File: config.mk
export PLATFORM = sky130hd
export DESIGN_NAME = tx_arbiter_sequence_recorder_mp_flat
export DESIGN_NICKNAME = d
export VERILOG_FILES = /design/src/rtl/tx_arbiter_sequence_recorder_mp_if.sv /design/src/rtl/tx_arbiter_sequence_recorder_mp.sv /design/src/flat_wrapper.sv
export SDC_FILE = /design/constraint.sdc
export NUM_CORES = 1
export LEC_CHECK = 0
export ABC_CLOCK_PERIOD_IN_PS = 3700
export CORE_ASPECT_RATIO = 0.5
export CORE_MARGIN = 4
export CORE_UTILIZATION = 30
export DETAILED_ROUTE_END_ITERATION = 6
export GPL_TIMING_DRIVEN = 0
export HOLD_SLACK_MARGIN = 0.08
export SKIP_CTS_REPAIR_TIMING = 1
export SLEW_MARGIN = 40
export SYNTH_ARGS = -nofsm -noshare
export SYNTH_HDL_FRONTEND = slang
export SYNTH_SLANG_ARGS = --single-unit
File: constraint.sdc
create_clock -name clk -period 3.7 [get_ports clk]
set_input_delay 0.37 -clock clk [delete_from_list [all_inputs] [get_ports clk]]
set_output_delay 0.37 -clock clk [all_outputs]
set_load 0.005 [all_outputs]
File: src/rtl/tx_arbiter_sequence_recorder_mp_if.sv
// Bundle between the TX arbiter FSM and the grant sequence recorder.
// The arbiter is the master; the recorder FIFO is the slave.
interface tx_arbiter_sequence_recorder_mp_if #(
  parameter int DATA_WIDTH = 3,
  parameter int FIFO_DEPTH = 16,
  parameter int NUM_WR     = 4,
  parameter int NUM_RD     = 2,
  parameter int ADDR_WIDTH = $clog2(FIFO_DEPTH),
  parameter int WM_WIDTH   = $clog2(NUM_WR + 1),
  parameter int RM_WIDTH   = $clog2(NUM_RD + 1)
);
  logic                         wr_en;
  logic [WM_WIDTH-1:0]          wr_mode;
  logic [NUM_WR*DATA_WIDTH-1:0] wr_data;
  logic                         rd_en;
  logic [RM_WIDTH-1:0]          rd_mode;
  logic [NUM_RD*DATA_WIDTH-1:0] rd_data;
  logic [NUM_RD-1:0]            rd_valid;
  logic [ADDR_WIDTH:0]          available;
  logic [ADDR_WIDTH:0]          count;
  logic                         empty;
  logic                         full;
  logic                         overflow_err;
  logic                         underflow_err;

  modport master (
    output wr_en, wr_mode, wr_data,
    output rd_en, rd_mode,
    input  rd_data, rd_valid,
    input  available, count,
    input  empty, full,
    input  overflow_err, underflow_err
  );

  modport slave (
    input  wr_en, wr_mode, wr_data,
    input  rd_en, rd_mode,
    output rd_data, rd_valid,
    output available, count,
    output empty, full,
    output overflow_err, underflow_err
  );
endinterface

File: src/rtl/tx_arbiter_sequence_recorder_mp.sv
// Multi-port in-order FIFO recording TX arbiter grant order.
// Head NUM_RD entries are shown ahead to the arbiter FSM.
module tx_arbiter_sequence_recorder_mp #(
  parameter int DATA_WIDTH = 3,
  parameter int FIFO_DEPTH = 16,
  parameter int NUM_WR     = 4,
  parameter int NUM_RD     = 2,
  parameter int ADDR_WIDTH = $clog2(FIFO_DEPTH),
  parameter int WM_WIDTH   = $clog2(NUM_WR + 1),
  parameter int RM_WIDTH   = $clog2(NUM_RD + 1)
) (
  input logic clk,
  input logic rst,
  tx_arbiter_sequence_recorder_mp_if.slave bus
);

  typedef logic [ADDR_WIDTH:0]   ptr_t;
  typedef logic [ADDR_WIDTH-1:0] idx_t;

  logic [DATA_WIDTH-1:0] mem [FIFO_DEPTH];

  ptr_t wr_ptr;
  ptr_t rd_ptr;
  ptr_t cnt;
  ptr_t avail;

  logic ovf_q;
  logic unf_q;

  logic [31:0] wm;
  logic [31:0] rm;
  logic [31:0] cnt32;
  logic [31:0] av32;

  logic wr_ok;
  logic rd_ok;

  idx_t wr_idx [NUM_WR];
  idx_t rd_idx [NUM_RD];

  // Pointers carry one extra wrap bit, so the
  // difference is the occupancy even when full.
  assign cnt   = wr_ptr - rd_ptr;
  assign avail = ptr_t'(FIFO_DEPTH) - cnt;

  assign wm    = 32'(bus.wr_mode);
  assign rm    = 32'(bus.rd_mode);
  assign cnt32 = 32'(cnt);
  assign av32  = 32'(avail);

  assign wr_ok = bus.wr_en
              && (wm != 32'd0)
              && (wm <= 32'(NUM_WR))
              && (wm <= av32);

  assign rd_ok = bus.rd_en
              && (rm != 32'd0)
              && (rm <= 32'(NUM_RD))
              && (rm <= cnt32);

  always_comb begin
    ptr_t p;
    p = '0;
    for (int i = 0; i < NUM_WR; i++) begin
      p = wr_ptr + ptr_t'(i);
      wr_idx[i] = p[ADDR_WIDTH-1:0];
    end
  end

  always_comb begin
    ptr_t p;
    p = '0;
    for (int i = 0; i < NUM_RD; i++) begin
      p = rd_ptr + ptr_t'(i);
      rd_idx[i] = p[ADDR_WIDTH-1:0];
    end
  end

  always_ff @(posedge clk) begin
    if (!rst && wr_ok) begin
      for (int i = 0; i < NUM_WR; i++) begin
        if (32'(i) < wm) begin
          mem[wr_idx[i]] <=
            bus.wr_data[i*DATA_WIDTH +: DATA_WIDTH];
        end
      end
    end
  end

  always_ff @(posedge clk) begin
    if (rst) begin
      wr_ptr <= '0;
      rd_ptr <= '0;
      ovf_q  <= 1'b0;
      unf_q  <= 1'b0;
    end else begin
      if (wr_ok) begin
        wr_ptr <= wr_ptr + ptr_t'(bus.wr_mode);
      end
      if (rd_ok) begin
        rd_ptr <= rd_ptr + ptr_t'(bus.rd_mode);
      end
      ovf_q <= bus.wr_en && (wm != 32'd0) && !wr_ok;
      unf_q <= bus.rd_en && !rd_ok;
    end
  end

  always_comb begin
    bus.rd_data  = '0;
    bus.rd_valid = '0;
    for (int i = 0; i < NUM_RD; i++) begin
      bus.rd_valid[i] = !rst && (cnt32 > 32'(i));
      if (bus.rd_valid[i]) begin
        bus.rd_data[i*DATA_WIDTH +: DATA_WIDTH] =
          mem[rd_idx[i]];
      end
    end
  end

  assign bus.count         = cnt;
  assign bus.available     = avail;
  assign bus.empty         = (cnt == '0);
  assign bus.full          = (cnt == ptr_t'(FIFO_DEPTH));
  assign bus.overflow_err  = ovf_q;
  assign bus.underflow_err = unf_q;

endmodule

File: src/flat_wrapper.sv
// flat-port wrapper written by rule: the top's interface ports become plain ports
module tx_arbiter_sequence_recorder_mp_flat 
#(
  parameter int DATA_WIDTH = 3,
  parameter int FIFO_DEPTH = 16,
  parameter int NUM_WR     = 4,
  parameter int NUM_RD     = 2,
  parameter int ADDR_WIDTH = $clog2(FIFO_DEPTH),
  parameter int WM_WIDTH   = $clog2(NUM_WR + 1),
  parameter int RM_WIDTH   = $clog2(NUM_RD + 1)
)
  (clk, rst, bus_wr_en, bus_wr_mode, bus_wr_data, bus_rd_en, bus_rd_mode, bus_rd_data, bus_rd_valid, bus_available, bus_count, bus_empty, bus_full, bus_overflow_err, bus_underflow_err);
  tx_arbiter_sequence_recorder_mp_if #(.DATA_WIDTH(DATA_WIDTH), .FIFO_DEPTH(FIFO_DEPTH), .NUM_WR(NUM_WR), .NUM_RD(NUM_RD), .ADDR_WIDTH(ADDR_WIDTH), .WM_WIDTH(WM_WIDTH), .RM_WIDTH(RM_WIDTH)) bus_i ();
  input logic clk;
  input logic rst;
  input wire logic [$bits(bus_i.wr_en)-1:0] bus_wr_en;
  input wire logic [$bits(bus_i.wr_mode)-1:0] bus_wr_mode;
  input wire logic [$bits(bus_i.wr_data)-1:0] bus_wr_data;
  input wire logic [$bits(bus_i.rd_en)-1:0] bus_rd_en;
  input wire logic [$bits(bus_i.rd_mode)-1:0] bus_rd_mode;
  output wire logic [$bits(bus_i.rd_data)-1:0] bus_rd_data;
  output wire logic [$bits(bus_i.rd_valid)-1:0] bus_rd_valid;
  output wire logic [$bits(bus_i.available)-1:0] bus_available;
  output wire logic [$bits(bus_i.count)-1:0] bus_count;
  output wire logic [$bits(bus_i.empty)-1:0] bus_empty;
  output wire logic [$bits(bus_i.full)-1:0] bus_full;
  output wire logic [$bits(bus_i.overflow_err)-1:0] bus_overflow_err;
  output wire logic [$bits(bus_i.underflow_err)-1:0] bus_underflow_err;
  assign bus_i.wr_en = bus_wr_en;
  assign bus_i.wr_mode = bus_wr_mode;
  assign bus_i.wr_data = bus_wr_data;
  assign bus_i.rd_en = bus_rd_en;
  assign bus_i.rd_mode = bus_rd_mode;
  assign bus_rd_data = bus_i.rd_data;
  assign bus_rd_valid = bus_i.rd_valid;
  assign bus_available = bus_i.available;
  assign bus_count = bus_i.count;
  assign bus_empty = bus_i.empty;
  assign bus_full = bus_i.full;
  assign bus_overflow_err = bus_i.overflow_err;
  assign bus_underflow_err = bus_i.underflow_err;
  tx_arbiter_sequence_recorder_mp #(.DATA_WIDTH(DATA_WIDTH), .FIFO_DEPTH(FIFO_DEPTH), .NUM_WR(NUM_WR), .NUM_RD(NUM_RD), .ADDR_WIDTH(ADDR_WIDTH), .WM_WIDTH(WM_WIDTH), .RM_WIDTH(RM_WIDTH)) u_core (.clk(clk), .rst(rst), .bus(bus_i));
endmodule
==> out/qor.csv <==
metric,value,unit
setup_tns,-2160,ps
outcome,finished with violations,
ys_types,67,
maxSlewHeadroom,28.4,%
cts_buffers,9,
crit_family,adder cells,
cp.arrival,3880,ps
post_drt_wl_per_cell,24.6,um
clk_pin_slew,70,ps
synth_edf_count,48,
ys_warn_count,0,
setup_viol,39,
insertion_delay,340,ps
slew_viol_final,0,
power_switching,4.07,mW
p_leak,3.07,nW
antenna_left,0,
core,0.0199,mm^2
clock-sinks,64,
wirelength,26600,um
max_freq,263,MHz
place_congestion,1.07,
vias,6842,
ys_ff_latch,64,
antenna_found_initial,0,
fin_crit,3810,ps
grt_max_degree,13,
dieArea,0.0233,mm^2
grt_overflow,0,
cts_max_level,3,
avgSynthCellArea,8.72,um^2
finalHoldViolCount,0,
max_slew.worst_pin.slew,1070,ps
worst_path_most_repeated_cell,ha_4,
routed_via_density,6.34,
ios,43,
fp.dieW,212,um
drive_gt1_share,31.2,%
syn-num-nets,760,
drt_iter0_drc,1089,
crit_type,register to register,
violations,"DRC, setup timing",
cts_tree,built,
netlist_area,0.00623,mm^2
timing.max_cap.violations,0,
period_share,103,%
path_cells,inv_8 -> ha_4 -> inv_2 -> fa_2 -> inv_4 -> ha_4 -> xnor2_4 -> inv_2 -> ha_4 -> nand3_2 -> o21ai_2 -> nor3_4 -> buf_12 -> and3_4 -> buf_8 -> buf_12 -> buf_6 -> or3_4 -> o21ai_1 -> o21ai_1,
rsz0062_at_grt,yes,
dr.pass1.iters,7,
crit_path_start_kind,register,
hold_class,register to register,
port_buffers,42,
sw_frac_of_total,48.6,%
fin_nets,854,
dp_hpwl,19700,um
slowest_delay,570,ps
p_int,4.31,mW
yosysSeqAreaShare,28.3,%
cp_num_buf_inv,8,
setup_slack,-106,ps
cts_buffer_depth,2,
hold_slack,554,ps
power_frac_clock,10.1,%
seqPwrFrac,11.6,%
slowest_stage,fa_2,
worst-path-max-fanout,8,
grtUsageTotal,21.5,%
peakVddDrop,0.754,mV
crit_path_end_kind,register,
power_density,981,mW/mm^2
synthCells,715,
synthArstFlopShare,0,%
root_buffer,clkbuf_16,
die_h,110,um
synthToLayoutAreaGrowth,37.2,%
num_rows,36,
worstPathRequired,3770,ps
ys.flop_type,edfxtp_1,
drc_errors,2,
clock-skew-final,14.0,ps
p_comb_share,78.3,%
grt_pass1_wl,37500,um
first_global_vias,5968,
diodes,0,
start_util,31.3,%
-- sequential cells by signal, summed over array words and instances, names as in the netlist, named ones only --
register / flops
u_core.wr_ptr: 5
u_core.bus.overflow_err: 1
u_core.rd_ptr: 5
u_core.bus.underflow_err: 1
u_core.mem: 48
-- cells by family (layout without fill, tap and decap cells) --
| family | after synthesis | after routing | share of synthesized area [%] |
|---|---|---|---|
| AND/OR/NAND/NOR | 289 | 289 | 24.9 |
| buffers and inverters | 74 | 173 | 5.06 |
| XOR/XNOR | 19 | 19 | 2.79 |
| adder cells (fa/ha/maj) | 24 | 24 | 5.18 |
| AO/OA/AOI/OAI | 195 | 195 | 20.3 |
| multiplexers | 50 | 50 | 13.5 |
| flip-flops | 64 | 64 | 28.3 |
-- power by group through the flow --
stage	Combinational [mW]	Sequential, mW	Clock, mW
final	6.57	0.969	0.851
after global routing	6.82	0.975	0.888
after CTS	4.24	0.957	0.855
after detailed placement	4.22	0.970	0
after global placement	4.21	0.969	0
after floorplan	2.61	0.925	0
-- metrics by stage --
| stage | instances | power, mW | setup slack [ps] | area [um^2] | util, % |
|---|---|---|---|---|---|
| after floorplan | 715 | 3.53 | -34.0 | 6250 | - |
| after global placement | 1023 | 5.18 | -1070 | 7000 | 35.2 |
| after detailed placement | 1023 | 5.19 | -1080 | 7010 | 35.2 |
| after CTS | 1039 | 6.05 | -1120 | 7310 | 36.7 |
| after global routing | 1080 | 8.69 | -210 | 8550 | 42.9 |
| final | 1080 | 8.39 | -106 | 8550 | 42.9 |
-- cell usage in the layout, fill, tap and decap left out, types with 10 or more instances in the layout --
| cell type | count |
|---|---|
| a211oi_1 | 10 |
| a211oi_2 | 10 |
| clkbuf_1 | 29 |
| o22ai_1 | 17 |
| ha_1 | 16 |
| mux2i_1 | 20 |
| nor2_1 | 43 |
| dfxtp_1 | 11 |
| a21oi_1 | 19 |
| o21ai_2 | 17 |
| o21ai_0 | 22 |
| nand4_1 | 17 |
| buf_4 | 34 |
| nand3_1 | 26 |
| and3_1 | 24 |
| and2_1 | 10 |
| nor3_1 | 10 |
| o21ai_1 | 12 |
| buf_6 | 12 |
| clkdlybuf4s50_1 | 42 |
| nand2_1 | 62 |
| mux4_2 | 27 |
| inv_1 | 19 |
| a21oi_2 | 14 |
| edfxtp_1 | 48 |
-- final timing paths --
path                                       from                            end  slack [ps]  depth (start not counted)
setup / recovery  u_core.wr_ptr[0]$_SDFFE_PP0N_    u_core.mem[10][0]$_DFFE_PP_        -110                         20
hold / removal    u_core.rd_ptr[4]$_SDFFE_PP0P_  u_core.rd_ptr[4]$_SDFFE_PP0P_         550                          2
setup reg to reg  u_core.wr_ptr[0]$_SDFFE_PP0N_    u_core.mem[10][0]$_DFFE_PP_        -110                         20
hold reg to reg   u_core.rd_ptr[4]$_SDFFE_PP0P_  u_core.rd_ptr[4]$_SDFFE_PP0P_         550                          2
-- final cells by class --
class | count | area [um^2]
repair buffers | 83 | 787
clock buffers | 9 | 225
fillers | 1912 | 11400
clock inverters | 7 | 71.3
plain buffers | 49 | 284
flip-flops and latches | 64 | 1770
inverters | 25 | 106
multi-input cells | 577 | 4970
well taps | 266 | 333
-- synthesized netlist by cell type, types with 8 or more instances --
cell type,number,area [um^2]
edfxtp_1,48,1440
mux2i_1,20,200
mux4_2,27,608
ha_1,21,263
nand3_1,40,200
xnor2_1,11,96.3
and2_1,13,81.3
o22ai_1,26,163
nand4_1,17,106
nor2_1,49,184
nor4_1,9,56.3
clkbuf_1,37,139
a21oi_1,33,165
nor2b_1,10,62.6
a21boi_0,9,67.6
a211oi_1,20,150
nor3_1,14,70.1
dfxtp_1,16,320
inv_1,24,90.1
and3_1,32,200
o31ai_1,8,60.1
nand2_1,66,248
o21ai_0,47,235
-- metal layers --
layer | vias to the layer above | part of all wire [%] | routed length [um] | global-route usage [%]
li1 | 2940 | - | - | -
met4 | 0 | 5.2 | 1390 | 9.14
met2 | 524 | 40 | 10700 | 30.9
met5 | - | 0 | 0 | 0
met3 | 130 | 14 | 3660 | 6.73
met1 | 3248 | 41 | 10800 | 29.8
-- worst reg2reg max path, stage by stage (launching register included) --
cell and delay, ps:
dfxtp_4 370, inv_8 90, ha_4 140, inv_2 30
fa_2 570, inv_4 60, ha_4 180, xnor2_4 200
inv_2 80, ha_4 280, nand3_2 60, o21ai_2 80
nor3_4 60, buf_12 140, and3_4 180, buf_8 140
buf_12 150, buf_6 120, or3_4 390, o21ai_1 100
o21ai_1 110
(Power assumes the default switching activity.)
